<file path="src/rtl/orientation_math_unit.sv">
// -----------------------------------------------------------------------------
// orientation_math_unit
//
// Computes the heading, in 15-degree units (0..23), of the vector that runs
// from an original polar point to a final polar point. Both points arrive as
// {theta_index[3:0], radius[7:0]} with angle = index*15 deg. The work is a
// fixed-latency pipeline walked by a small FSM: capture, polar-to-cartesian
// via a sin/cos lookup, difference, then a divider-free sector search that
// compares cross products against 7.5-deg-offset boundary constants.
//
// Ports
//   clock             in   1   rising-edge system clock
//   reset             in   1   asynchronous, active-high
//   r_theta_original  in  12   start point {theta index, radius}
//   r_theta_final     in  12   end point, same format
//   enable            in   1   start request (honoured in IDLE and DONE only)
//   done              out  1   high while orientation is valid
//   orientation       out  5   heading in 15-deg units, 0..23
//
// State table
//   state    | meaning
//   IDLE     | waiting for enable after reset
//   CAPTURE  | registering both input points on the next edge
//   CONVERT  | polar to cartesian products
//   DIFF     | dx/dy of final minus original
//   ANGLE    | sector search, padded so done lands 8 edges after enable
//   DONE     | result valid and held until the next enable
// -----------------------------------------------------------------------------
module orientation_math_unit (
  input  logic        clock,
  input  logic        reset,
  input  logic [11:0] r_theta_original,
  input  logic [11:0] r_theta_final,
  input  logic        enable,
  output logic        done,
  output logic [4:0]  orientation
);

  typedef enum logic [2:0] {
    S_IDLE    = 3'd0,
    S_CAPTURE = 3'd1,
    S_CONVERT = 3'd2,
    S_DIFF    = 3'd3,
    S_ANGLE   = 3'd4,
    S_DONE    = 3'd5
  } state_t;

  // Edges spent in ANGLE before entering DONE; with CAPTURE, CONVERT and DIFF
  // this places the DONE entry exactly on the 8th edge after enable.
  localparam logic [2:0] ANGLE_PAD = 3'd4;

  state_t             state_q, state_d;
  logic [11:0]        orig_q, orig_d;
  logic [11:0]        fin_q, fin_d;
  logic signed [20:0] x_o_q, x_o_d;
  logic signed [20:0] y_o_q, y_o_d;
  logic signed [20:0] x_f_q, x_f_d;
  logic signed [20:0] y_f_q, y_f_d;
  logic signed [21:0] dx_q, dx_d;
  logic signed [21:0] dy_q, dy_d;
  logic [2:0]         pad_q, pad_d;
  logic [4:0]         orientation_q, orientation_d;
  logic               done_q, done_d;

  // ---------------------------------------------------------------------------
  // Lookup helpers
  // ---------------------------------------------------------------------------
  function automatic logic [3:0] clamp_theta(input logic [3:0] t);
    return (t > 4'd11) ? 4'd11 : t;
  endfunction

  // cos(index*15 deg) * 1024
  function automatic logic signed [11:0] cos_lut(input logic [3:0] t);
    logic signed [11:0] v;
    case (t)
      4'd0:    v = 12'sd1024;
      4'd1:    v = 12'sd989;
      4'd2:    v = 12'sd887;
      4'd3:    v = 12'sd724;
      4'd4:    v = 12'sd512;
      4'd5:    v = 12'sd265;
      4'd6:    v = 12'sd0;
      4'd7:    v = -12'sd265;
      4'd8:    v = -12'sd512;
      4'd9:    v = -12'sd724;
      4'd10:   v = -12'sd887;
      default: v = -12'sd989;
    endcase
    return v;
  endfunction

  // sin(index*15 deg) * 1024; non-negative over 0..165 deg
  function automatic logic signed [11:0] sin_lut(input logic [3:0] t);
    logic signed [11:0] v;
    case (t)
      4'd0:    v = 12'sd0;
      4'd1:    v = 12'sd265;
      4'd2:    v = 12'sd512;
      4'd3:    v = 12'sd724;
      4'd4:    v = 12'sd887;
      4'd5:    v = 12'sd989;
      4'd6:    v = 12'sd1024;
      4'd7:    v = 12'sd989;
      4'd8:    v = 12'sd887;
      4'd9:    v = 12'sd724;
      4'd10:   v = 12'sd512;
      default: v = 12'sd265;
    endcase
    return v;
  endfunction

  // Sector boundaries inside one quadrant at 7.5 + 15*i deg, scaled by 1024.
  function automatic logic [9:0] bnd_cos(input logic [2:0] i);
    logic [9:0] v;
    case (i)
      3'd0:    v = 10'd1015;
      3'd1:    v = 10'd946;
      3'd2:    v = 10'd812;
      3'd3:    v = 10'd623;
      3'd4:    v = 10'd392;
      default: v = 10'd134;
    endcase
    return v;
  endfunction

  function automatic logic [9:0] bnd_sin(input logic [2:0] i);
    logic [9:0] v;
    case (i)
      3'd0:    v = 10'd134;
      3'd1:    v = 10'd392;
      3'd2:    v = 10'd623;
      3'd3:    v = 10'd812;
      3'd4:    v = 10'd946;
      default: v = 10'd1015;
    endcase
    return v;
  endfunction

  // ---------------------------------------------------------------------------
  // Cartesian conversion from the captured points
  // ---------------------------------------------------------------------------
  logic [3:0]         th_o, th_f;
  logic signed [8:0]  r_o_s, r_f_s;

  always_comb begin
    th_o  = clamp_theta(orig_q[11:8]);
    th_f  = clamp_theta(fin_q[11:8]);
    r_o_s = signed'({1'b0, orig_q[7:0]});
    r_f_s = signed'({1'b0, fin_q[7:0]});
  end

  // ---------------------------------------------------------------------------
  // Sector search
  //   phi = atan(|dy|/|dx|) is the angle inside the quadrant. k_ge counts
  //   boundaries with phi >= b, k_gt those with phi > b. Quadrants where the
  //   heading grows with phi use k_ge, mirrored quadrants use k_gt, so an
  //   exact tie always lands in the higher heading sector.
  // ---------------------------------------------------------------------------
  logic [21:0] adx, ady;
  logic [31:0] cmp_lhs, cmp_rhs;
  logic [2:0]  k_ge, k_gt;
  logic [4:0]  sector;
  logic [4:0]  shortcut;
  logic        same_theta;
  logic [4:0]  result;

  always_comb begin
    adx     = dx_q[21] ? -dx_q : dx_q;
    ady     = dy_q[21] ? -dy_q : dy_q;
    cmp_lhs = '0;
    cmp_rhs = '0;
    k_ge    = '0;
    k_gt    = '0;
    for (int i = 0; i < 6; i++) begin
      cmp_lhs = 32'(ady) * 32'(bnd_cos(3'(i)));
      cmp_rhs = 32'(adx) * 32'(bnd_sin(3'(i)));
      if (cmp_lhs >= cmp_rhs) k_ge = k_ge + 3'd1;
      if (cmp_lhs >  cmp_rhs) k_gt = k_gt + 3'd1;
    end

    case ({dy_q[21], dx_q[21]})
      2'b00:   sector = {2'b00, k_ge};                     // 0..90 deg
      2'b01:   sector = 5'd12 - {2'b00, k_gt};             // 90..180 deg
      2'b11:   sector = 5'd12 + {2'b00, k_ge};             // 180..270 deg
      default: sector = (k_gt == 3'd0) ? 5'd0 : 5'd24 - {2'b00, k_gt};
    endcase
    // Two distinct angles at radius 0 give no displacement; report 0.
    if ((dx_q == '0) && (dy_q == '0)) sector = 5'd0;

    same_theta = (th_o == th_f);
    shortcut   = (fin_q[7:0] >= orig_q[7:0]) ? {1'b0, th_o}
                                             : {1'b0, th_o} + 5'd12;
    result     = same_theta ? shortcut : sector;
  end

  // ---------------------------------------------------------------------------
  // FSM and datapath next-state
  // ---------------------------------------------------------------------------
  always_comb begin
    state_d       = state_q;
    orig_d        = orig_q;
    fin_d         = fin_q;
    x_o_d         = x_o_q;
    y_o_d         = y_o_q;
    x_f_d         = x_f_q;
    y_f_d         = y_f_q;
    dx_d          = dx_q;
    dy_d          = dy_q;
    pad_d         = pad_q;
    orientation_d = orientation_q;
    done_d        = done_q;

    case (state_q)
      S_IDLE, S_DONE: begin
        if (enable) begin
          state_d = S_CAPTURE;
          done_d  = 1'b0;
        end
      end
      S_CAPTURE: begin
        orig_d  = r_theta_original;
        fin_d   = r_theta_final;
        state_d = S_CONVERT;
      end
      S_CONVERT: begin
        x_o_d   = 21'(r_o_s) * 21'(cos_lut(th_o));
        y_o_d   = 21'(r_o_s) * 21'(sin_lut(th_o));
        x_f_d   = 21'(r_f_s) * 21'(cos_lut(th_f));
        y_f_d   = 21'(r_f_s) * 21'(sin_lut(th_f));
        state_d = S_DIFF;
      end
      S_DIFF: begin
        dx_d    = 22'(x_f_q) - 22'(x_o_q);
        dy_d    = 22'(y_f_q) - 22'(y_o_q);
        pad_d   = ANGLE_PAD;
        state_d = S_ANGLE;
      end
      S_ANGLE: begin
        if (pad_q == 3'd0) begin
          orientation_d = result;
          done_d        = 1'b1;
          state_d       = S_DONE;
        end else begin
          pad_d = pad_q - 3'd1;
        end
      end
      default: begin
        state_d = S_IDLE;
        done_d  = 1'b0;
      end
    endcase
  end

  always_ff @(posedge clock or posedge reset) begin
    if (reset) begin
      state_q       <= S_IDLE;
      orig_q        <= '0;
      fin_q         <= '0;
      x_o_q         <= '0;
      y_o_q         <= '0;
      x_f_q         <= '0;
      y_f_q         <= '0;
      dx_q          <= '0;
      dy_q          <= '0;
      pad_q         <= '0;
      orientation_q <= '0;
      done_q        <= 1'b0;
    end else begin
      state_q       <= state_d;
      orig_q        <= orig_d;
      fin_q         <= fin_d;
      x_o_q         <= x_o_d;
      y_o_q         <= y_o_d;
      x_f_q         <= x_f_d;
      y_f_q         <= y_f_d;
      dx_q          <= dx_d;
      dy_q          <= dy_d;
      pad_q         <= pad_d;
      orientation_q <= orientation_d;
      done_q        <= done_d;
    end
  end

  assign done        = done_q;
  assign orientation = orientation_q;

endmodule

</file>
<file path="config.mk">
export PLATFORM = sky130hd
export DESIGN_NAME = orientation_math_unit
export DESIGN_NICKNAME = d
export VERILOG_FILES = /design/src/rtl/orientation_math_unit.sv
export SDC_FILE = /design/constraint.sdc
export NUM_CORES = 2
export LEC_CHECK = 0
export ABC_AREA = 0
export BUFFER_PORTS_ARGS = -buffer_cell sky130_fd_sc_hd__buf_2
export CAP_MARGIN = 0
export CORE_MARGIN = 5
export CORE_UTILIZATION = 30
export CTS_BUF_LIST = sky130_fd_sc_hd__clkbuf_4
export CTS_CLUSTER_SIZE = 28
export DETAILED_ROUTE_END_ITERATION = 12
export GPL_ROUTABILITY_DRIVEN = 0
export PLACE_DENSITY_LB_ADDON = 0.05
export SYNTH_ARGS = -nofsm -noshare
export SYNTH_HDL_FRONTEND = slang
export SYNTH_SLANG_ARGS = --single-unit
</file>
<file path="constraint.sdc">
create_clock -name clock -period 18.9 [get_ports clock]
set_clock_uncertainty 0.05 [all_clocks]
set_input_delay 1.89 -clock clock [delete_from_list [all_inputs] [get_ports clock]]
set_output_delay 1.89 -clock clock [all_outputs]
set_load 0.02 [all_outputs]
</file>
==> flow_summary.json <==
{
  "outcome": "completed",
  "synth_edf_count": 0,
  "seqCellArea_sq_um": 4100,
  "hold_depth": 2,
  "drt-initial-drc-count": 2572,
  "hold_viol": 0,
  "clock-root-buffer": "clkbuf_4",
  "holdWs_ns": 0.451,
  "async_flop_share_pct": 100,
  "min_path_type": "reg -> reg",
  "layout_common_cells": "inv_1 (1,370), ha_1 (1,146), fa_1 (927)",
  "wirelength_um": 240000,
  "drv_slew": 0,
  "yosysTopAreaCell": "fa_1",
  "grt_usage_pct": 22.3,
  "clk_pin_slew_ns": 0.16,
  "reg2reg_from": "dx_q[0]",
  "synth_top_family_by_area": "adder cells",
  "io_buffer_count": 32,
  "ios": 33,
  "yosysWarnings": 0,
  "remaining_drc_errors": 0,
  "critical_path_class": "reg -> reg",
  "die_x_um": 463,
  "max_stage_delay_ns": 0.95,
  "grt_pass1_wl_um": 351000,
  "clockBufferDepth": 2,
  "max_freq_ghz": 0.0665,
  "worst_ep_required_time_ns": 19.57,
  "syn-num-nets": 8975,
  "multiInputGateArea_sq_um": 52300,
  "hold_end": "y_o_q[15]",
  "setup_violations": 0,
  "start_kind": "flop",
  "synth_area_leaders": "fa_1 (30%), ha_1 (23%), inv_1 (8.3%)",
  "vias": 47476,
  "final_nets": 9041,
  "grt_pass1_vias": 49858,
  "routedWlPerCell_um": 24.8,
  "fillers": 21688,
  "rsz0062_at_grt": "false",
  "post-route-period-util_pct": 79.6,
  "crit_top_cell": "ha_1",
  "drv_cap": 0,
  "end_kind": "flop",
  "crit_fanout": 19,
  "cts_sinks": 164,
  "yosysTopAreaCellShare_pct": 30.1,
  "synth.area.mux_share_pct": 0.818,
  "arrival_ns": 15.71,
  "avgSynthCellArea_sq_um": 8.97,
  "num_rows": 166,
  "fin_setup_tns_ns": 0,
  "syn2layout_area_growth_pct": 7.39,
  "postRouteAntennaNets": 0,
  "tightest_slew_ns": 1.15,
  "synth_area_sq_um": 61700,
  "drive_gt1_share_pct": 3.98,
  "post_cts_buffers": 0,
  "cts_hold_buf": 0,
  "hp-start": "y_o_q[15]",
  "cts_tree": "done",
  "core_area_sq_um": 205000,
  "insertion_delay_ns": 0.84,
  "r2r-end": "orientation[1]",
  "fp.dieH_um": 463,
  "synthCells": 6875,
  "grt-ovfl-total": 0,
  "ys.flop_type": "dfrtp_1",
  "synth_adder_area_share_pct": 53.4,
  "cts_resized": 0,
  "synth_compound_area_share_pct": 12.5,
  "htree_levels": 4,
  "firstDrtPassIters": 6,
  "synth_seq_cells": 164,
  "hpwl_um": 209000,
  "synth_xor_area_share_pct": 5.86,
  "avgViaCountPerCell": 4.92,
  "r2r_cells": 46,
  "ys_seq_area_share_pct": 6.66,
  "antenna_found_initial": 7,
  "cts_made_buffers": 17,
  "crit_path_top_delay_cell": "fa_1",
  "max_slew_margin_pct": 23.3,
  "synth.distinct_cells": 79,
  "die_area_sq_um": 215000,
  "final_common_cell": "inv_1",
  "post-route-min-period_ns": 15.05,
  "r2r_slack_ns": 3.85,
  "yosys.area_share.simple_pct": 11.9,
  "start_util_pct": 30.1,
  "grt_start_max_net_pins": 72
}
-- area by class of cell --
class | instances | share of cell area [%]
Clock buffer | 20 | 0.227
Clock inverter | 12 | 0.266
Tap cell | 2688 | 5.08
Timing Repair Buffer | 132 | 1.38
Sequential cell | 164 | 6.20
Antenna cell | 6 | 0.0227
Multi-Input combinational cell | 5249 | 79.0
Inverter | 1377 | 7.82
-- state kept, by name, summed over array words and instances (netlist names), 5 cells and up --
signal and cells:
y_f_q 21, orientation 5, x_o_q 21, y_o_q 21
dx_q 22, dy_q 22, fin_q 12, x_f_q 21
orig_q 12
-- Yosys cell counts, types with 28 or more instances --
master and instances:
or3_1 46, nor2_1 322, xnor2_1 223, a21boi_0 35, ha_1 1146, a211oi_1 37, nor3_1 95, nand4_1 37
o21ai_0 336, o21a_1 58, nand2_1 460, and2_1 127, o21bai_1 29, fa_1 927, a21o_1 129, nand3_1 104
xor2_1 179, a21oi_1 307, a31oi_1 33, o31ai_1 47, dfrtp_1 164, nor2b_1 96, inv_1 1371, o211ai_1 28
and3_1 51, nand2b_1 88, clkbuf_1 75
-- worst max path at each step --
stage                     cells after the start  slack, ns        endpoint     from
after CTS                                    46       4.03  orientation[1]  dx_q[0]
after global placement                       46       4.30  orientation[1]  dx_q[0]
after global routing                         46       3.23  orientation[1]  dx_q[0]
final                                        46       3.85  orientation[1]  dx_q[0]
after detailed placement                     46       4.11  orientation[1]  dx_q[0]
after floorplan                              50       6.77  orientation[2]  dx_q[0]
-- critical path: cells and delay by family (launching register included) --
family | cells | cell delay [ns]
xor+xnor | 2 | 0.95
fa+ha+maj | 13 | 5.15
simple gates | 12 | 3.19
mux | 2 | 0.59
flops | 1 | 0.39
compound gates | 13 | 3.32
buf+inv | 4 | 1.23
-- per-stage QoR --
| stage | std cells | util (%) | setup slack, ns | instance area (sq um) |
|---|---|---|---|---|
| finish | 9648 | 32.4 | 3.85 | 66200 |
| global route | 9648 | 32.4 | 3.23 | 66200 |
| CTS | 9642 | 32.4 | 4.03 | 66200 |
| detailed placement | 9610 | 32.2 | 4.11 | 65900 |
| global placement | 9610 | 32.2 | 4.30 | 65900 |
| floorplan | 6875 | - | 6.77 | 61700 |
-- logic make-up (layout without fill, tap and decap cells) --
kind of cell,count (synthesis),in the layout
fa+ha+maj,2073,2073
simple gates,1514,1514
buf+inv,1462,1541
compound gates,1209,1209
xor+xnor,406,406
flops,164,164
mux,47,47
other cells,0,6
-- metal layers --
layer	vias to the layer above	global-route usage [%]	routed length (um)
met5	-	0	13
met4	2	4.31	4980
met3	120	1.98	6790
met2	769	39.8	119000
met1	23849	29.7	108000
li1	22736	-	-
Power is not shown: default switching activity piles up to over one toggle a cycle in this logic, so the estimate is an artifact.
